**config.mk**
```make
export PLATFORM = sky130hd
export DESIGN_NAME = autocorrelation_engine
export DESIGN_NICKNAME = d
export VERILOG_FILES = /design/src/rtl/autocorrelation_engine.sv
export SDC_FILE = /design/constraint.sdc
export NUM_CORES = 1
export LEC_CHECK = 0
export BUFFER_PORTS_ARGS = -buffer_cell sky130_fd_sc_hd__clkbuf_2
export CORE_MARGIN = 2
export CORE_UTILIZATION = 45
export CTS_BUF_LIST = sky130_fd_sc_hd__clkbuf_4 sky130_fd_sc_hd__clkbuf_8
export CTS_CLUSTER_DIAMETER = 200
export DETAILED_ROUTE_END_ITERATION = 10
export GPL_TIMING_DRIVEN = 0
export PLACE_DENSITY = 0.72
export SLEW_MARGIN = 20
export SYNTH_ARGS = -nofsm -noshare
export SYNTH_HDL_FRONTEND = slang
export SYNTH_SLANG_ARGS = --single-unit
```
**constraint.sdc**
```tcl
create_clock -name clk -period 12.8 [get_ports clk]
set_clock_uncertainty 0.2 [all_clocks]
set_input_delay 1.92 -clock clk [delete_from_list [all_inputs] [get_ports clk]]
set_output_delay 1.92 -clock clk [all_outputs]
set_load 0.01 [all_outputs]
```
**src/rtl/autocorrelation_engine.sv**
```systemverilog
// Frame autocorrelation engine: computes R(0)..R(K) one lag per pass over a synchronous frame buffer.
// Optional build macro AUTOCORR_SAT_EN: saturate y to the signed OUT_W range instead of truncating.
module autocorrelation_engine #(
  parameter int DATA_W    = 16,
  parameter int FRAME_LEN = 240,
  parameter int ADDR_W    = 8,
  parameter int ORDER     = 10,
  parameter int LAG_W     = 4,
  parameter int ACC_W     = 40,
  parameter int OUT_W     = 32
) (
  input  logic                     clk,
  input  logic                     reset,
  input  logic                     start,
  input  logic [LAG_W-1:0]         order,
  output logic                     busy,
  output logic                     done,
  output logic                     y_valid,
  output logic signed [OUT_W-1:0]  y,
  output logic [ORDER:0]           wsel,
  output logic [ADDR_W-1:0]        raddr,
  input  logic signed [DATA_W-1:0] x
);

  localparam int PROD_W = 2 * DATA_W;
  localparam logic [ADDR_W-1:0] LAST_ADDR  = ADDR_W'(FRAME_LEN - 1);
  localparam logic [ADDR_W-1:0] LAST_DRAIN = ADDR_W'(1);
  localparam logic [LAG_W-1:0]  ORDER_L    = LAG_W'(ORDER);
`ifdef AUTOCORR_SAT_EN
  localparam logic signed [ACC_W-1:0] SAT_MAX = {{(ACC_W-OUT_W+1){1'b0}}, {(OUT_W-1){1'b1}}};
  localparam logic signed [ACC_W-1:0] SAT_MIN = {{(ACC_W-OUT_W+1){1'b1}}, {(OUT_W-1){1'b0}}};
`endif

  typedef enum logic [2:0] {IDLE, STREAM, DRAIN, WRITE, FINISH} state_t;

  state_t                     state, state_nxt;
  logic [ADDR_W-1:0]          cnt;
  logic [LAG_W-1:0]           k, kmax;
  logic                       lag_start, last_addr, last_drain;
  logic signed [DATA_W-1:0]   dl [ORDER];
  logic signed [DATA_W-1:0]   lag_op_p0;
  logic                       vld_p1, vld_p2;
  logic signed [PROD_W-1:0]   prod_p1;
  logic signed [ACC_W-1:0]    acc_p2;
  logic signed [OUT_W-1:0]    y_hold;

  function automatic logic signed [OUT_W-1:0] reduce_acc(input logic signed [ACC_W-1:0] a);
`ifdef AUTOCORR_SAT_EN
    if (a > SAT_MAX)      return SAT_MAX[OUT_W-1:0];
    else if (a < SAT_MIN) return SAT_MIN[OUT_W-1:0];
    else                  return a[OUT_W-1:0];
`else
    return a[OUT_W-1:0];
`endif
  endfunction

  assign last_addr  = (cnt == LAST_ADDR);
  assign last_drain = (cnt == LAST_DRAIN);
  // k never exceeds kmax, so inequality means another lag remains
  assign lag_start  = ((state == IDLE) && start) || ((state == WRITE) && (k != kmax));

  always_ff @(posedge clk or negedge reset) begin
    if (!reset) state <= IDLE;
    else        state <= state_nxt;
  end

  always_comb begin
    state_nxt = state;
    case (state)
      IDLE:    if (start) state_nxt = STREAM;
      STREAM:  if (last_addr) state_nxt = DRAIN;
      DRAIN:   if (last_drain) state_nxt = WRITE;
      WRITE:   state_nxt = (k != kmax) ? STREAM : FINISH;
      FINISH:  state_nxt = IDLE;
      default: state_nxt = IDLE;
    endcase
  end

  always_comb begin
    busy    = (state == STREAM) || (state == DRAIN) || (state == WRITE);
    done    = (state == FINISH);
    y_valid = (state == WRITE);
    wsel    = y_valid ? ({{ORDER{1'b0}}, 1'b1} << k) : '0;
    raddr   = (state == STREAM) ? cnt : '0;
    y       = y_valid ? reduce_acc(acc_p2) : y_hold;
  end

  always_comb begin
    lag_op_p0 = x;
    for (int i = 1; i <= ORDER; i++)
      if (k == LAG_W'(i)) lag_op_p0 = dl[i-1];
  end

  // p0 -> p1: sample arrives, delay line shifts, product registered
  always_ff @(posedge clk) begin
    if (vld_p1) prod_p1 <= PROD_W'(x) * PROD_W'(lag_op_p0);
  end

  always_ff @(posedge clk or negedge reset) begin
    if (!reset) begin
      cnt    <= '0;
      k      <= '0;
      kmax   <= '0;
      vld_p1 <= 1'b0;
      vld_p2 <= 1'b0;
      acc_p2 <= '0;
      y_hold <= '0;
      for (int i = 0; i < ORDER; i++) dl[i] <= '0;
    end else begin
      vld_p1 <= (state == STREAM);
      vld_p2 <= vld_p1;
      if (((state == STREAM) && !last_addr) || ((state == DRAIN) && !last_drain))
        cnt <= cnt + 1'b1;
      else
        cnt <= '0;
      if ((state == IDLE) && start) begin
        kmax <= (order > ORDER_L) ? ORDER_L : order;
        k    <= '0;
      end else if (lag_start) begin
        k <= k + 1'b1;
      end
      // p1 -> p2: accumulate; every lag begins from a zeroed history
      if (lag_start) begin
        acc_p2 <= '0;
        for (int i = 0; i < ORDER; i++) dl[i] <= '0;
      end else begin
        if (vld_p2) acc_p2 <= acc_p2 + ACC_W'(prod_p1);
        if (vld_p1) begin
          dl[0] <= x;
          for (int i = 1; i < ORDER; i++) dl[i] <= dl[i-1];
        end
      end
      if (state == WRITE) y_hold <= reduce_acc(acc_p2);
    end
  end

endmodule

```
# After elaboration in Yosys (flattened, before gate mapping)
# Cells that the tools add are included.
dict set report word_totals {
  wordCells 86
  inputBits 23
  output_inout_bits 54
  latch_bits 0
  memories 0
  mem_bits_ro 0
  ff_bits 285
  mem_bits_rw 0
}
dict set report classes {
  reduce_logical 15
  mul 1
  div_mod_pow 0
  bitwise 0
  eq_ne 20
  n_lt_le_gt_ge 1
  shift 1
  addsub 3
  n_mux 26
}
# op count
set ops {}
lappend ops {{$mux 160} 2}
lappend ops {{$mux 16} 10}
lappend ops {{$mux 40} 2}
lappend ops {{$add 40x32->40} 1}
lappend ops {{$mul 16x16->32} 1}
lappend ops {{$mux 32} 1}
lappend ops {{$eq 4x3->1 const B} 4}
lappend ops {{$mux 8} 2}
lappend ops {{$eq 4x4->1 const B} 3}
lappend ops {{$mux 3} 4}
lappend ops {{$mux 4} 3}
lappend ops {{$pmux 3 s4} 1}
lappend ops {{$mux 11} 1}
lappend ops {{$shl 1x4->11 const A} 1}
lappend ops {{$add 8x1->8 const B} 1}
lappend ops {{$eq 4x2->1 const B} 2}
lappend ops {{$eq 8x1->1 const B} 1}
lappend ops {{$eq 8x8->1 const B} 1}
lappend ops {{$eq 3x2->1 const B} 2}
lappend ops {{$ne 2x2->1 const B} 3}
lappend ops {{$reduce_bool 2->1} 3}
lappend ops {{$add 4x1->4 const B} 1}
lappend ops {{$eq 4x1->1 const B} 1}
lappend ops {{$gt 4x4->1 const B} 1}
lappend ops {{8 further kinds} 15}

# Logic depth before layout (Yosys ltp)
# Gate-level depths: netlist of run 1.
dict set report depth {
  word_depth 12
  mapped_depth 36
  mapped_depth_nobuf 33
}

# Least setup slack after synthesis of run 1
# Ideal clock, no wire load.
dict set report synth_path {
  kind {input to register}
  startpoint {input port x[10]}
  endpoint {register prod_p1[31], data pin}
  path_buffers 2
  path_slack_ns 3.897
  arrival_ns 8.438
  required_ns 12.334
  setup_ns 0.266
  path_stages 28
  cell_sequence {clkbuf_1 > mux2i_1 > a211oi_1 > a21oi_1 > a211oi_2 > a211oi_1 > o41ai_4 > buf_2 > nand2_1 > fa_1 > inv_1 > fa_1 > fa_1 > fa_1 > fa_1 > inv_1 > fa_1 > inv_1 > ha_1 > and3_1 > nand4_1 > a31o_2 > a31oi_1 > nor3b_1 > o31ai_1 > a21oi_1 > and4_1 > nor3_1}
}
dict set report synth_between {
  elab_chain_cells 11
}
# element line_no
set synth_rtl {}
lappend synth_rtl {{from (decl)} 22} ;# input logic signed [DATA_W-1:0] x
lappend synth_rtl {{$mux 16 (10 in series)} 91} ;# if (k == LAG_W'(i)) lag_op_p0 = dl[i-1];
lappend synth_rtl {{$mul 16x16->32 *} 96} ;# if (vld_p1) prod_p1 <= PROD_W'(x) * PROD_W'(lag_op_p0);
lappend synth_rtl {{to (signal assigned)} 96}
lappend synth_rtl {{to (decl)} 43} ;# logic signed [PROD_W-1:0] prod_p1;
# Every way passes the cells marked *; elsewhere a longest branch is shown, timed or not.
# A chain may end at the register's enable or synchronous reset.

# Final worst setup path of run 1
dict set report layout_path {
  startpoint {input port x[4]}
  endpoint {register prod_p1[31], data pin}
}
# Same word-level chain as after synthesis.

==> run metrics, run 1 <==
register area share after synthesis=29.5%; layout cells sized above 1=9.15%; ys flop type=dfrtp_1; Initial Util=45.6%; fin. max-slew vios=0; Final ANT Viol Nets=0; P&R area growth vs syn=9.80%; Die Span Y=235 um; status=finished clean; Initial DRC Count=1344; grt ovf=0; critical path class=in -> reg; CTS Sinks=277; multiplexer share of the synthesized area=8.42%; Simple-Gate Fraction of Synth Area=14.8%; xor and xnor area share after synthesis=2.48%; Critical Path RT=12.95 ns; Worst-Skew Late Latency=0.66 ns; Synth Area in Compound Gates=9.31%; Fin. Hold Viols=0; Final Cycle Share=80.3%; Post-Syn Area=24000 um2; largest net degree at the start of global routing=89; Cells after Synth=2447; RSZ-0062 raised after global routing=no; Pre-antenna DRT Iters=5; post-CTS sizing=0; Residual DRC=0; area leader, netlist=dfrtp_1; hold_ws=0.270 ns; first-pass GRT wire length=103000 um; maxcap violations=0; CP most frequent cell=fa_1; # hold bufs at CTS=0; Adder-Cell Fraction of Synth Area=28.2%; initial antenna violation count=3; crit path time final=10.27 ns; Placed Area=25300 um2; CTS tree=built; final instance area=26400 um2; Ports=77; max-slew headroom at the worst pin=33.9%; drt total wl=63200 um; Crit-path slowest cell=a221oi_2; post-route insts no fill=3301; TritonCTS buffer count=48; dpl hpwl=49500 um; syn_nets=2854; IO buf count=73; Avg Cell Area, Syn=9.82 um2; Synth async-reset ratio=88.4%; WP data arrival=10.42 ns; clk slew on worst S/H paths=0.06 ns; clk root buf=clkbuf_8; placeable core area=52700 um2; CP Capture Type=flip-flop; Hold Path Class=reg -> reg; Worst-Margin Slew=0.992 ns; H-tree Lvls=2; CTS max path bufs=3; Synth top area share=25.5%; post-synth cell types=76; Core Rows=84; type of origin of the critical path=input pin; GP Congestion=0.936; DP Cell Count=3211; synth top area cells=dfrtp_1 (26%), fa_1 (22%), mux2i_1 (8.4%); total track usage=23.6%; Post-synth EDFFs=32; Die X=235 um; WL/cell=19.1 um; Vias/cell=5.45; final net count=2980; Fmax=0.0973 GHz; Die ar.=55200 um2; crit-path max cell delay=0.72 ns; Max FO, Critical Path=10; routed vias=17993; largest family of logic cells by synthesized area=adder cells; Setup TNS=0 ns; vias in the first global route=18983; Yosys warnings=0; Post-CTS Setup Bufs=0; register bit total from synthesis=277; Final setup viols=0
==> critical path: cells and delay by family <==
| family | cells | cell delay (ns) |
|---|---|---|
| adder cells (fa/ha/maj) | 7 | 3.36 |
| AO/OA/AOI/OAI | 10 | 2.93 |
| AND/OR/NAND/NOR | 6 | 1.17 |
| buffers and inverters | 6 | 0.79 |
| multiplexers | 1 | 0.23 |
==> through the flow <==
step / setup slack (ns) / utilization [%]
floorplan: 3.90 / -
global placement: 2.12 / 47.9
detailed placement: 2.06 / 48.1
CTS: 2.67 / 50.1
global route: 2.07 / 50.1
finish: 2.53 / 50.1
==> routing by layer <==
layer / GRT usage, % / share of wire (%) / up-vias
met2: 38.1 / 47 / 580
met3: 3.95 / 7.1 / 125
met1: 32.0 / 42 / 9095
li1: - / - / 8193
met5: 0 / 0 / -
met4: 8.78 / 3.7 / 0
==> sequential cells by signal (all words and copies together), names as in the netlist, 3 cells and up <==
| register | cells |
|---|---|
| state | 3 |
| cnt | 8 |
| dl | 160 |
| acc_p2 | 32 |
| kmax | 4 |
| prod_p1 | 32 |
| y_hold | 32 |
| k | 4 |
==> cell families after synthesis <==
logic type               after synthesis
AND/OR/NAND/NOR                      785
buffers and inverters                435
adder cells (fa/ha/maj)              384
AO/OA/AOI/OAI                        296
flip-flops                           277
multiplexers                         202
XOR/XNOR                              68
==> worst paths after layout <==
check / startpoint / to / slack (ns) / cells after the start
setup / recovery: x[4] / prod_p1[31]$_DFFE_PP_ / 2.53 / 30
hold / removal: y_hold[14]$_DFF_PN0_ / y_hold[14]$_DFF_PN0_ / 0.27 / 2
setup reg to reg: k[1]$_DFFE_PN0P_ / prod_p1[31]$_DFFE_PP_ / 2.55 / 33
hold reg to reg: y_hold[14]$_DFF_PN0_ / y_hold[14]$_DFF_PN0_ / 0.27 / 2
max in group asynchronous: reset / y_hold[14]$_DFF_PN0_ / 9.93 / 3
min in group asynchronous: reset / dl[56]$_DFFE_PN0P_ / 1.07 / 1
==> cells in the mapped netlist (6+ instances only) <==
master,n
a211o_1,6
a211oi_1,40
a21o_1,24
a21oi_1,69
a22oi_1,14
a311oi_1,6
a31oi_1,9
and2_1,119
buf_2,17
buf_4,12
clkbuf_1,81
dfrtp_1,245
edfxtp_1,32
fa_1,263
ha_1,121
inv_1,310
mux2i_1,201
nand2_1,261
nand2b_1,12
nand3_1,19
nand4_1,6
nor2_1,290
nor2b_1,21
nor3_1,10
o211ai_1,6
o21a_1,7
o21ai_0,36
o21bai_1,10
o22ai_1,23
o41ai_4,11
or2_2,9
xnor2_1,39
xor2_1,29
==> area by class of cell <==
type | count | area, um2
Fill cell | 4878 | 26300
Multi-Input combinational cell | 1735 | 15200
Sequential cell | 277 | 7090
Inverter | 316 | 1190
Clock buffer | 75 | 938
Tap cell | 688 | 861
Buffer | 119 | 562
Timing Repair Buffer | 76 | 434
Clock inverter | 13 | 114
Antenna cell | 2 | 5.00
==> cells in the final DEF, fill, tap and decap left out, types with 6 or more instances in the layout <==
cell type and count:
a31oi_1 9, clkbuf_1 81, buf_2 18, nand3_1 19
o211ai_1 6, o22ai_1 23, dfrtp_1 244, and2_1 119
o21a_1 7, inv_1 310, a22oi_1 14, or2_2 9
nor3_1 10, a211o_1 6, a21oi_1 69, nor2b_1 21
mux2i_1 201, clkbuf_8 61, o41ai_4 11, buf_4 12
clkbuf_4 15, edfxtp_1 32, nor2_1 290, nand4_1 6
nand2b_1 12, ha_1 121, nand2_1 261, xnor2_1 39
xor2_1 29, fa_1 263, o21bai_1 10, a211oi_1 40
a311oi_1 6, o21ai_0 36, a21o_1 24, clkbuf_2 72
Power of run 1 is left out: the tool's default activity adds up to more than one toggle a clock period on the data nets, which glitch-free logic cannot reach.
==> run 2, diff against run 1 <==
Settings changed: ABC_AREA set to 1.
Clock period 12.8 ns to 9.7 ns, I/O delays scaled along.
==> run 2 against run 1 <==
Against the previous run: die area up 5.0%; routed wire length grew 12%; global-route usage is 1.8 points higher; clock-buffer cell count is the same; synthesized cell count grew 27%.
==> run metrics, run 2 <==
status=finished clean; Initial Util=45.6%; vias in the first global route=21495; Die ar.=58000 um2; WL/cell=17.5 um; Final ANT Viol Nets=0; Die X=241 um; GP Congestion=1.02; peak supply drop=576 uV; initial antenna violation count=1; area leader, netlist=dfrtp_1; syn_nets=3516; largest net degree at the start of global routing=87; count leader, synth=inv_1; crit path time final=8.98 ns; Hold Path Class=reg -> reg; Cells after Synth=3109; type of origin of the critical path=input pin; Vias/cell=5.31; CTS Sinks=277; Post-CTS Setup Bufs=0; grt ovf=0; CTS tree=built; Pwr Density=404 nW/um2; # hold bufs at CTS=0; drt total wl=70500 um; P&R area growth vs syn=9.79%; Post-Syn Area=25200 um2; register area share after synthesis=28.1%; Yosys warnings=0; Crit-path slowest cell=fa_1; IO buf count=71; crit-path max cell delay=0.81 ns; Pre-antenna DRT Iters=8; dpl hpwl=56000 um; Die Span Y=241 um; CP most frequent cell=nand2_1; Max FO, Critical Path=10; Avg Cell Area, Syn=8.12 um2; clk slew on worst S/H paths=0.06 ns; hold depth=2; max reg flops=160; ys flop type=dfrtp_1; placeable core area=55300 um2; leakage=14.4 nW; Largest Register=dl; Final setup viols=0; maxcap violations=0; Synth top area share=24.3%; total track usage=25.4%; Final Cycle Share=92.5%; post-synth cell types=50; Synth async-reset ratio=88.4%; Fin. Hold Viols=0; hold_ws=0.272 ns; WP data arrival=9.13 ns; Setup TNS=0 ns; commonest non-fill, non-tap cells in the layout=inv_1 (663), nand2_1 (440), nand3_1 (372), fa_1 (263), dfrtp_1 (244); Worst-Skew Late Latency=0.64 ns; register bit total from synthesis=277; H-tree Lvls=2; Synth top cells by count=inv_1 (663), nand2_1 (440), nand3_1 (372), fa_1 (263), dfrtp_1 (245); max-slew headroom at the worst pin=34.6%; first-pass GRT wire length=115000 um; final net count=3640; layout cells sized above 1=10.2%; post-CTS sizing=0; Core Rows=86; commonest non-fill, non-tap cell in the layout=inv_1; Ports=77; fin. max-slew vios=0; synth top area cells=dfrtp_1 (24%), fa_1 (21%), inv_1 (9.9%); Initial DRC Count=2144; TritonCTS buffer count=49; CTS max path bufs=3; CP Capture Type=flip-flop; Residual DRC=0; critical path class=in -> reg; routed vias=21330; Worst-Margin Slew=0.980 ns; Fmax=0.111 GHz; R2R cell count=30; clk root buf=clkbuf_8; Post-synth EDFFs=32; Critical Path RT=9.85 ns; RSZ-0062 raised after global routing=no
## run 2: changes by cell type in the layout (fill, tap and decap cells not counted), moves of 44 or more
cell / before / now
o21ai_0: 36 / 215
o21ai_2: 0 / 100
nand2_1: 261 / 440
nor2_1: 290 / 234
inv_1: 310 / 663
nand3_1: 19 / 372
a21oi_1: 69 / 113
and2_1: 119 / 1
mux2i_1: 201 / 0
## run 2: cell type report
class | count | area [um2]
fillers | 5349 | 27600
multi-input cells | 2029 | 15000
flip-flops and latches | 277 | 7090
inverters | 675 | 2540
clock buffers | 75 | 945
well taps | 748 | 936
plain buffers | 128 | 627
repair buffers | 73 | 419
clock inverters | 13 | 165
diodes | 2 | 5.00
## run 2: path summary, 6_finish.rpt
| kind | startpoint | endpoint | slack, ns |
|---|---|---|---|
| setup / recovery | x[2] | prod_p1[26]$_DFFE_PP_ | 0.72 |
| setup reg to reg | k[1]$_DFFE_PN0P_ | prod_p1[26]$_DFFE_PP_ | 1.07 |
| hold / removal | y_hold[16]$_DFF_PN0_ | y_hold[16]$_DFF_PN0_ | 0.27 |
| max in group asynchronous | reset | acc_p2[10]$_DFFE_PN0P_ | 7.72 |
| hold reg to reg | y_hold[16]$_DFF_PN0_ | y_hold[16]$_DFF_PN0_ | 0.27 |
| min in group asynchronous | reset | dl[119]$_DFFE_PN0P_ | 0.67 |
## run 2: report_power, final
| part | switching (W) | internal, W | leakage, nW | total, W |
|---|---|---|---|---|
| sequential | 0.000119 | 0.00171 | 3.14 | 0.00183 |
| clock | 0.000514 | 0.000704 | 0.587 | 0.00122 |
| combinational | 0.00519 | 0.00296 | 10.7 | 0.00815 |
## run 2: kinds of logic (layout without fill, tap and decap cells)
family | after synthesis | after routing | share of synthesized area (%)
AO/OA/AOI/OAI | 493 | 493 | 11.8
other | 0 | 2 | 0
AND/OR/NAND/NOR | 1105 | 1105 | 19.1
flip-flops | 277 | 277 | 28.1
XOR/XNOR | 47 | 47 | 1.63
buffers and inverters | 803 | 964 | 12.5
adder cells (fa/ha/maj) | 384 | 384 | 26.9
## run 2: metal layers
metal / part of all wire, % / track usage (%) / vias to the layer above / wire length, um
met1: 43 / 35.3 / 10316 / 30500
met2: 44 / 39.6 / 865 / 31300
met3: 8.8 / 4.92 / 158 / 6170
met5: 0 / 0 / - / 0
met4: 3.5 / 9.24 / 0 / 2490
li1: - / - / 9991 / -
## run 2: critical path: cells and delay by family
kind            cells  cell delay [ns]
fa+ha+maj           7             3.70
simple gates       17             2.08
xor+xnor            1             0.16
compound gates      1             0.10
buf+inv             8             1.63
## run 2: through the flow
step	total power (W)	cells	area (um2)	setup WS [ns]	util, %
finish	0.0112	4020	27700	0.724	50.1
CTS	0.0111	4018	27700	0.953	50.1
global placement	0.00980	3928	26500	0.281	48.0
detailed placement	0.00984	3930	26600	0.308	48.1
global route	0.0124	4019	27700	0.418	50.1
floorplan	0.00769	3109	25200	1.90	-
Power figures use the tool's default switching activity.
